--- src/rtl/n_bit_down_timer_if.sv ---
// Control and status bundle for n_bit_down_timer.
// Master drives load/enable controls and observes the count; slave is the timer.
// Controls are sampled every cycle; there is no backpressure.
interface n_bit_down_timer_if #(
    parameter int N = 4
);
    logic         load;
    logic [N-1:0] load_val;
    logic         en;
    logic         auto_reload;
    logic [N-1:0] out;
    logic         zero;
    logic         tc_pulse;
    logic         busy;

    modport master (
        output load, load_val, en, auto_reload,
        input  out, zero, tc_pulse, busy
    );

    modport slave (
        input  load, load_val, en, auto_reload,
        output out, zero, tc_pulse, busy
    );
endinterface

--- src/rtl/n_bit_down_timer.sv ---
// Loadable N-bit down-counter with terminal-count pulse and optional auto-reload.
// Latency: load to out 1 cycle; tc_pulse appears in the same cycle out shows 0/reload.
// No backpressure: en gates counting, load always wins over terminal count and decrement.
module n_bit_down_timer #(
    parameter int N = 4
) (
    input  logic               clk,
    input  logic               rstn,
    n_bit_down_timer_if.slave  tmr
);

    localparam logic [1:0] ST_IDLE = 2'd0;
    localparam logic [1:0] ST_RUN  = 2'd1;
    localparam logic [1:0] ST_HOLD = 2'd2;

    localparam logic [N-1:0] ONE = {{(N-1){1'b0}}, 1'b1};

    logic [1:0]   state_q, state_d;
    logic [N-1:0] out_q, out_d;
    logic [N-1:0] reload_q, reload_d;
    logic         tc_q, tc_d;
    logic         busy_q, busy_d;

    always_comb begin
        state_d  = state_q;
        out_d    = out_q;
        reload_d = reload_q;
        tc_d     = 1'b0;

        if (tmr.load) begin
            out_d    = tmr.load_val;
            reload_d = tmr.load_val;
            if (tmr.load_val == '0) begin
                state_d = ST_IDLE;
            end else if (tmr.en) begin
                state_d = ST_RUN;
            end else begin
                state_d = ST_HOLD;
            end
        end else if ((state_q != ST_IDLE) && tmr.en) begin
            // out is never 0 outside IDLE; the 0 branch only guards against an impossible state.
            if (out_q == ONE) begin
                tc_d = 1'b1;
                if (tmr.auto_reload) begin
                    out_d   = reload_q;
                    state_d = ST_RUN;
                end else begin
                    out_d   = '0;
                    state_d = ST_IDLE;
                end
            end else if (out_q == '0) begin
                state_d = ST_IDLE;
            end else begin
                out_d   = out_q - ONE;
                state_d = ST_RUN;
            end
        end else if ((state_q == ST_RUN) && !tmr.en) begin
            state_d = ST_HOLD;
        end

        busy_d = (state_d != ST_IDLE);
    end

    always_ff @(posedge clk or negedge rstn) begin
        if (!rstn) begin
            state_q  <= ST_IDLE;
            out_q    <= '0;
            reload_q <= '0;
            tc_q     <= 1'b0;
            busy_q   <= 1'b0;
        end else begin
            state_q  <= state_d;
            out_q    <= out_d;
            reload_q <= reload_d;
            tc_q     <= tc_d;
            busy_q   <= busy_d;
        end
    end

    assign tmr.out      = out_q;
    assign tmr.zero     = (out_q == '0);
    assign tmr.tc_pulse = tc_q;
    assign tmr.busy     = busy_q;

endmodule

--- src/flat_wrapper.sv ---
// flat-port wrapper written by rule: the top's interface ports become plain ports
module n_bit_down_timer_flat 
#(
    parameter int N = 4
)
  (clk, rstn, tmr_load, tmr_load_val, tmr_en, tmr_auto_reload, tmr_out, tmr_zero, tmr_tc_pulse, tmr_busy);
  n_bit_down_timer_if #(.N(N)) tmr_i ();
  input  logic clk;
  input  logic rstn;
  input wire logic [$bits(tmr_i.load)-1:0] tmr_load;
  input wire logic [$bits(tmr_i.load_val)-1:0] tmr_load_val;
  input wire logic [$bits(tmr_i.en)-1:0] tmr_en;
  input wire logic [$bits(tmr_i.auto_reload)-1:0] tmr_auto_reload;
  output wire logic [$bits(tmr_i.out)-1:0] tmr_out;
  output wire logic [$bits(tmr_i.zero)-1:0] tmr_zero;
  output wire logic [$bits(tmr_i.tc_pulse)-1:0] tmr_tc_pulse;
  output wire logic [$bits(tmr_i.busy)-1:0] tmr_busy;
  assign tmr_i.load = tmr_load;
  assign tmr_i.load_val = tmr_load_val;
  assign tmr_i.en = tmr_en;
  assign tmr_i.auto_reload = tmr_auto_reload;
  assign tmr_out = tmr_i.out;
  assign tmr_zero = tmr_i.zero;
  assign tmr_tc_pulse = tmr_i.tc_pulse;
  assign tmr_busy = tmr_i.busy;
  n_bit_down_timer #(.N(N)) u_core (.clk(clk), .rstn(rstn), .tmr(tmr_i));
endmodule
--- config.mk ---
export PLATFORM = sky130hd
export DESIGN_NAME = n_bit_down_timer_flat
export DESIGN_NICKNAME = d
export VERILOG_FILES = /design/src/rtl/n_bit_down_timer_if.sv /design/src/rtl/n_bit_down_timer.sv /design/src/flat_wrapper.sv
export SDC_FILE = /design/constraint.sdc
export NUM_CORES = 1
export LEC_CHECK = 0
export ABC_AREA = 0
export CAP_MARGIN = 20
export CORE_MARGIN = 2
export CORE_UTILIZATION = 42
export DETAILED_ROUTE_END_ITERATION = 16
export MAX_ROUTING_LAYER = met4
export PLACE_DENSITY_LB_ADDON = 0.08
export SKIP_LAST_GASP = 1
export SLEW_MARGIN = 0
export SYNTH_ARGS = -nofsm -noshare
export SYNTH_HDL_FRONTEND = slang
export SYNTH_SLANG_ARGS = --single-unit
--- constraint.sdc ---
create_clock -name clk -period 1.8 [get_ports clk]
set_clock_uncertainty 0.15 [all_clocks]
set_input_delay 0.27 -clock clk [delete_from_list [all_inputs] [get_ports clk]]
set_output_delay 0.27 -clock clk [all_outputs]
set_load 0.01 [all_outputs]
# [After elaboration in Yosys (flattened, before gate mapping)]
# Index checks and enable logic that the tools add are counted.
[totals] ff_bits=12 elab_cells=34 in_bits=9
[op_classes] n_reduce_logical=9 addsub=1 n_eq_ne=3 mux=16
[ops] cell="$mux 4" count=5
[ops] cell="$mux 2" count=6
[ops] cell="$logic_not 4->1" count=2
[ops] cell="$reduce_bool 2->1" count=3
[ops] cell="$mux 1" count=5
[ops] cell="$eq 4x1->1 const B" count=1
[ops] cell="$sub 4x1->4 const B" count=1
[ops] cell="$ne 3x2->1 const B" count=1
[ops] cell="$eq 2x1->1 const B" count=1
[ops] cell="$logic_and 1x1->1" count=2
[ops] cell="$reduce_and 2->1" count=1
[ops] cell="$logic_not 1->1" count=1

# [Logic depth before layout (Yosys ltp)]
[depth] depth_word=6 ltp_mapped=6 mapped_depth_nobuf=6

# [Worst setup path after synthesis]
# Ideal clock, no wire load.
[synth_path] path_kind="reg2reg" startpoint="register u_core.out_q[1] (netlist: u_core.tmr.out[1])" endpoint="register u_core.out_q[3] (netlist: u_core.tmr.out[3])" stages_incl_launch_ff=7 synth_period_minus_slack_ps=1839 path_buffers=0 arrival_ps=1621 setup_slack_ps=-39 path_cell_list="dfrtp_1 > inv_1 > ha_1 > inv_1 > a31o_4 > or4_1 > nand3_1"
[synth_between] elab_chain_len=5 elab_cells_between_ends=9
[synth_rtl] item="start, declared" line_no="n_bit_down_timer.sv:19" rtl="logic [N-1:0] out_q, out_d;"
[synth_rtl] item="start signal, assigned" line_no="n_bit_down_timer.sv:73" rtl="out_q <= out_d;"
[synth_rtl] item="$sub 4x1->4" line_no="n_bit_down_timer.sv:54" rtl="out_d = out_q - ONE;"
[synth_rtl] item="$mux 4" line_no="n_bit_down_timer.sv:51" rtl="end else if (out_q == '0) begin"
[synth_rtl] item="$mux 4" line_no="n_bit_down_timer.sv:42" rtl="if (out_q == ONE) begin"
[synth_rtl] item="$mux 4" line_no="n_bit_down_timer.sv:40" rtl="end else if ((state_q != ST_IDLE) && tmr.en) begin"
[synth_rtl] item="$mux 4" line_no="n_bit_down_timer.sv:30" rtl="if (tmr.load) begin"
# Several ways; a longest one is shown, not always the timed one. The select of a mux whose other input is x is not followed.
# A chain may end at the register's enable or synchronous reset.

# [Worst setup path after layout]
[layout_path] startpoint="register u_core.out_q[0] (netlist: u_core.tmr.out[0])" endpoint="register u_core.out_q[3] (netlist: u_core.tmr.out[3])"
# The elaborated chain is that of the path after synthesis.

==> impl_metrics.csv <==
group,metric,value,unit
clocking,cts.sinks,12,
die,die-height,44.5,um
setup_path,critical_path_class,"reg -> reg",
pwr,switchingPower,246,uW
grt,met3_usage,0.0327,
grt,grt_pass1_vias,666,
route,drc,0,
final_layout,most_common_cell_after_layout_fill_and_taps_aside,"sky130_fd_sc_hd__buf_4",
sta,clock_period_minus_worst_slack,1.78,ns
final_layout,finished_core_util,0.688,
pwr,internal_power,571,uW
grt,groute.layer.met1.usage,0.269,
clocking,cts_hold_buffers,0,
setup_path,end_kind,"flip-flop",
logic_synthesis,synth.lib_cells_used.distinct,27,
clocking,htreeDepth,1,
clocking,clkSlewWorstSetupHoldPaths,0.08,ns
pwr,peakVddDrop,0.421,mV
final_layout,ratio_of_cells_with_drive_above_1_in_the_final_layout,0.314,
die,die_width,44.5,um
final_layout,area.growth.synth_to_final,52.4,%
route,wl,1660,um
pwr,part_of_the_total_power_dissipated_in_sequential_elements,0.387,
sta,max_clock_freq,563,MHz
die,core-area,0.00152,mm2
hold_path,hold_path.class,"in -> async",
run,cap_violations,0,
grt,top_usage_layer,"met2",
clocking,cts.path.max_buffers,2,
setup_path,data_required_time_at_the_worst_endpoint,1.87,ns
placed_design,gp_routability_congestion,0.782,
die,die_area,0.00198,mm2
setup_path,timing.critical_path.fanout_max,6,
setup_path,arrival,1.85,ns
final_layout,fill_cells,117,
final_layout,antenna_diodes,0,
route,drt.antenna.violating_nets,0,
logic_synthesis,syn_nets,86,
setup_path,crit_path_start_kind,"flip-flop",
pwr,power.share.combinational,0.343,
sta,final.setup.worst_slack,0.0245,ns
logic_synthesis,synth-warning-count,0,
logic_synthesis,syn_inst,74,
logic_synthesis,syn-mean-instance-area,9.30,um2
pwr,cellPowerDensity,779,mW/mm2
grt,globalRouteOverflowTotal,0,
sta,grt_setup_unrepaired,"true",
sta,final.period_utilization,0.986,
sta,setup_viol_count_final,0,
grt,grt_pass1_wl,2930,um
pwr,total_leakage_power,0.000472,uW
logic_synthesis,synthesis.area,688,um2
grt,antenna_found_initial,0,
logic_synthesis,synth.ff_latch_count,12,
sta,count_of_pins_over_their_slew_limit,0,
route,vias,657,
pwr,share_clk_of_total_power,0.270,
die,initial_core_util,0.452,
clocking,tritoncts_clock_tree,"built",
sta,slew_headroom,0.627,
grt,gr-usage-met2,0.319,
route,1st_pass_router_iterations,4,
placed_design,detailedPlace.worstSlack,-0.0412,ns
die,top_level_ports,16,
die,num_rows,14,
sta,hold_violations,0,
placed_design,port_buf_inserts,15,
sta,tightestPinTransition,0.558,ns
route,wire_per_inst,13.7,um
clocking,cts_made_buffers,3,
sta,fin_hold_ws,0.196,ns
logic_synthesis,synth_sequential_area_ratio,0.436,
route,initialDrtViolationCount,12,
clocking,clock-root-buffer,"sky130_fd_sc_hd__clkbuf_4",
pwr,swShare,0.301,
final_layout,layout.cells.most_common_list,"sky130_fd_sc_hd__buf_4 (13), sky130_fd_sc_hd__clkdlybuf4s50_1 (12), sky130_fd_sc_hd__dfrtp_1 (12)",
route,viasPerCell,5.43,
grt,largest_net_degree_at_the_start_of_global_routing,16,
sta,totalNegativeSetupSlack,0,ns
placed_design,post-dp-hpwl,1200,um
grt,globalRouteTotalUtil,0.210,
clocking,clock_insertion_delay_worst_skew,0.28,ns
final_layout,num-nets-final,118,
run_status,result_of_the_run,"completed",
## cell usage after synthesis
cell	count	area, um2
sky130_fd_sc_hd__ha_1	3	37.5
sky130_fd_sc_hd__dfrtp_1	12	300
sky130_fd_sc_hd__o21ai_2	1	8.76
sky130_fd_sc_hd__and2_2	1	7.51
sky130_fd_sc_hd__or4b_1	1	10.0
sky130_fd_sc_hd__nor3_1	2	10.0
sky130_fd_sc_hd__nor4_1	1	6.26
sky130_fd_sc_hd__a21oi_1	3	15.0
sky130_fd_sc_hd__nand2b_1	1	6.26
sky130_fd_sc_hd__nor2_1	5	18.8
sky130_fd_sc_hd__o31ai_1	1	7.51
sky130_fd_sc_hd__nand3_1	1	5.00
sky130_fd_sc_hd__clkbuf_1	2	7.51
sky130_fd_sc_hd__a31o_4	1	17.5
sky130_fd_sc_hd__or4_1	1	7.51
sky130_fd_sc_hd__nand3b_1	1	7.51
sky130_fd_sc_hd__o31a_1	3	26.3
sky130_fd_sc_hd__o21ai_0	9	45.0
sky130_fd_sc_hd__and3_1	1	6.26
sky130_fd_sc_hd__nor2_2	1	6.26
sky130_fd_sc_hd__a311oi_1	3	26.3
sky130_fd_sc_hd__nand2_1	5	18.8
sky130_fd_sc_hd__nor3b_1	2	15.0
sky130_fd_sc_hd__nand4b_1	1	8.76
sky130_fd_sc_hd__a21o_2	2	17.5
sky130_fd_sc_hd__mux2_2	1	11.3
sky130_fd_sc_hd__inv_1	9	33.8
## metrics by stage
stage / total power [uW] / area (um2) / std cells
floorplan: 438 / 691 / 74
global placement: 562 / 943 / 115
detailed placement: 565 / 943 / 115
CTS: 802 / 1010 / 120
global route: 873 / 1050 / 121
finish: 817 / 1050 / 121
## worst paths after layout
kind                                    startpoint            endpoint  slack, ns  cells after the start
worst max-delay path             u_core.tmr.out[0]   u_core.tmr.out[3]       0.02                      6
worst min-delay path                          rstn   u_core.state_q[0]       0.20                      1
worst max register to register   u_core.tmr.out[0]   u_core.tmr.out[3]       0.02                      6
worst min register to register  u_core.reload_q[3]  u_core.reload_q[3]       0.39                      2
max in group asynchronous                     rstn   u_core.tmr.out[0]       0.94                      1
min in group clk                u_core.reload_q[3]  u_core.reload_q[3]       0.39                      2
## kinds of logic after synthesis
| family | Yosys count | share of synthesized area |
|---|---|---|
| fa+ha+maj | 3 | 0.0546 |
| compound gates | 23 | 0.238 |
| flops | 12 | 0.436 |
| mux | 1 | 0.0164 |
| buf+inv | 11 | 0.0600 |
| simple gates | 24 | 0.195 |
## metal layers
layer / wire [um] / part of all wire / vias to the layer above
met5: 0 / 0 / -
met4: 38 / 0.023 / 0
met3: 55 / 0.033 / 6
met2: 750 / 0.45 / 14
met1: 813 / 0.49 / 310
li1: - / - / 327
## worst max-delay path, stage by stage, from the launching register on
cell and delay [ns]:
sky130_fd_sc_hd__dfrtp_1 0.39, sky130_fd_sc_hd__buf_6 0.13, sky130_fd_sc_hd__ha_4 0.16, sky130_fd_sc_hd__inv_1 0.07
sky130_fd_sc_hd__a31o_4 0.23, sky130_fd_sc_hd__or4_1 0.50, sky130_fd_sc_hd__nand3_1 0.08
## repair_timing
action                                  in CTS  in global routing
setup buffers                                1                  1
endpoints found under the setup margin       3                  6
pin swaps                                    0                  1
resized for setup                            7                  8
gates cloned                                 0                  0
## flip-flops by register name (all words and copies together) (netlist names)
name,flops
u_core.reload_q,4
u_core.state_q,2
u_core.tmr.busy,1
u_core.tmr.out,4
u_core.tmr.tc_pulse,1
## power by group through the flow
stage | clock (uW) | combinational [uW] | sequential (uW)
2_1_floorplan | 0 | 105 | 334
3_3_place_gp | 0 | 241 | 321
5_1_grt | 242 | 311 | 319
3_5_place_dp | 0 | 243 | 322
4_1_cts | 225 | 262 | 315
6_report | 221 | 280 | 316
## layout make-up
cell class | count | area [um2] | share of cell area
Clock buffer | 4 | 36.3 | 0.0346
Inverter | 9 | 33.8 | 0.0322
Multi-Input combinational cell | 51 | 394 | 0.376
Sequential cell | 12 | 300 | 0.286
Tap cell | 16 | 20.0 | 0.0191
Timing Repair Buffer | 29 | 264 | 0.252
Note: power is estimated with default switching activity, not from simulation.
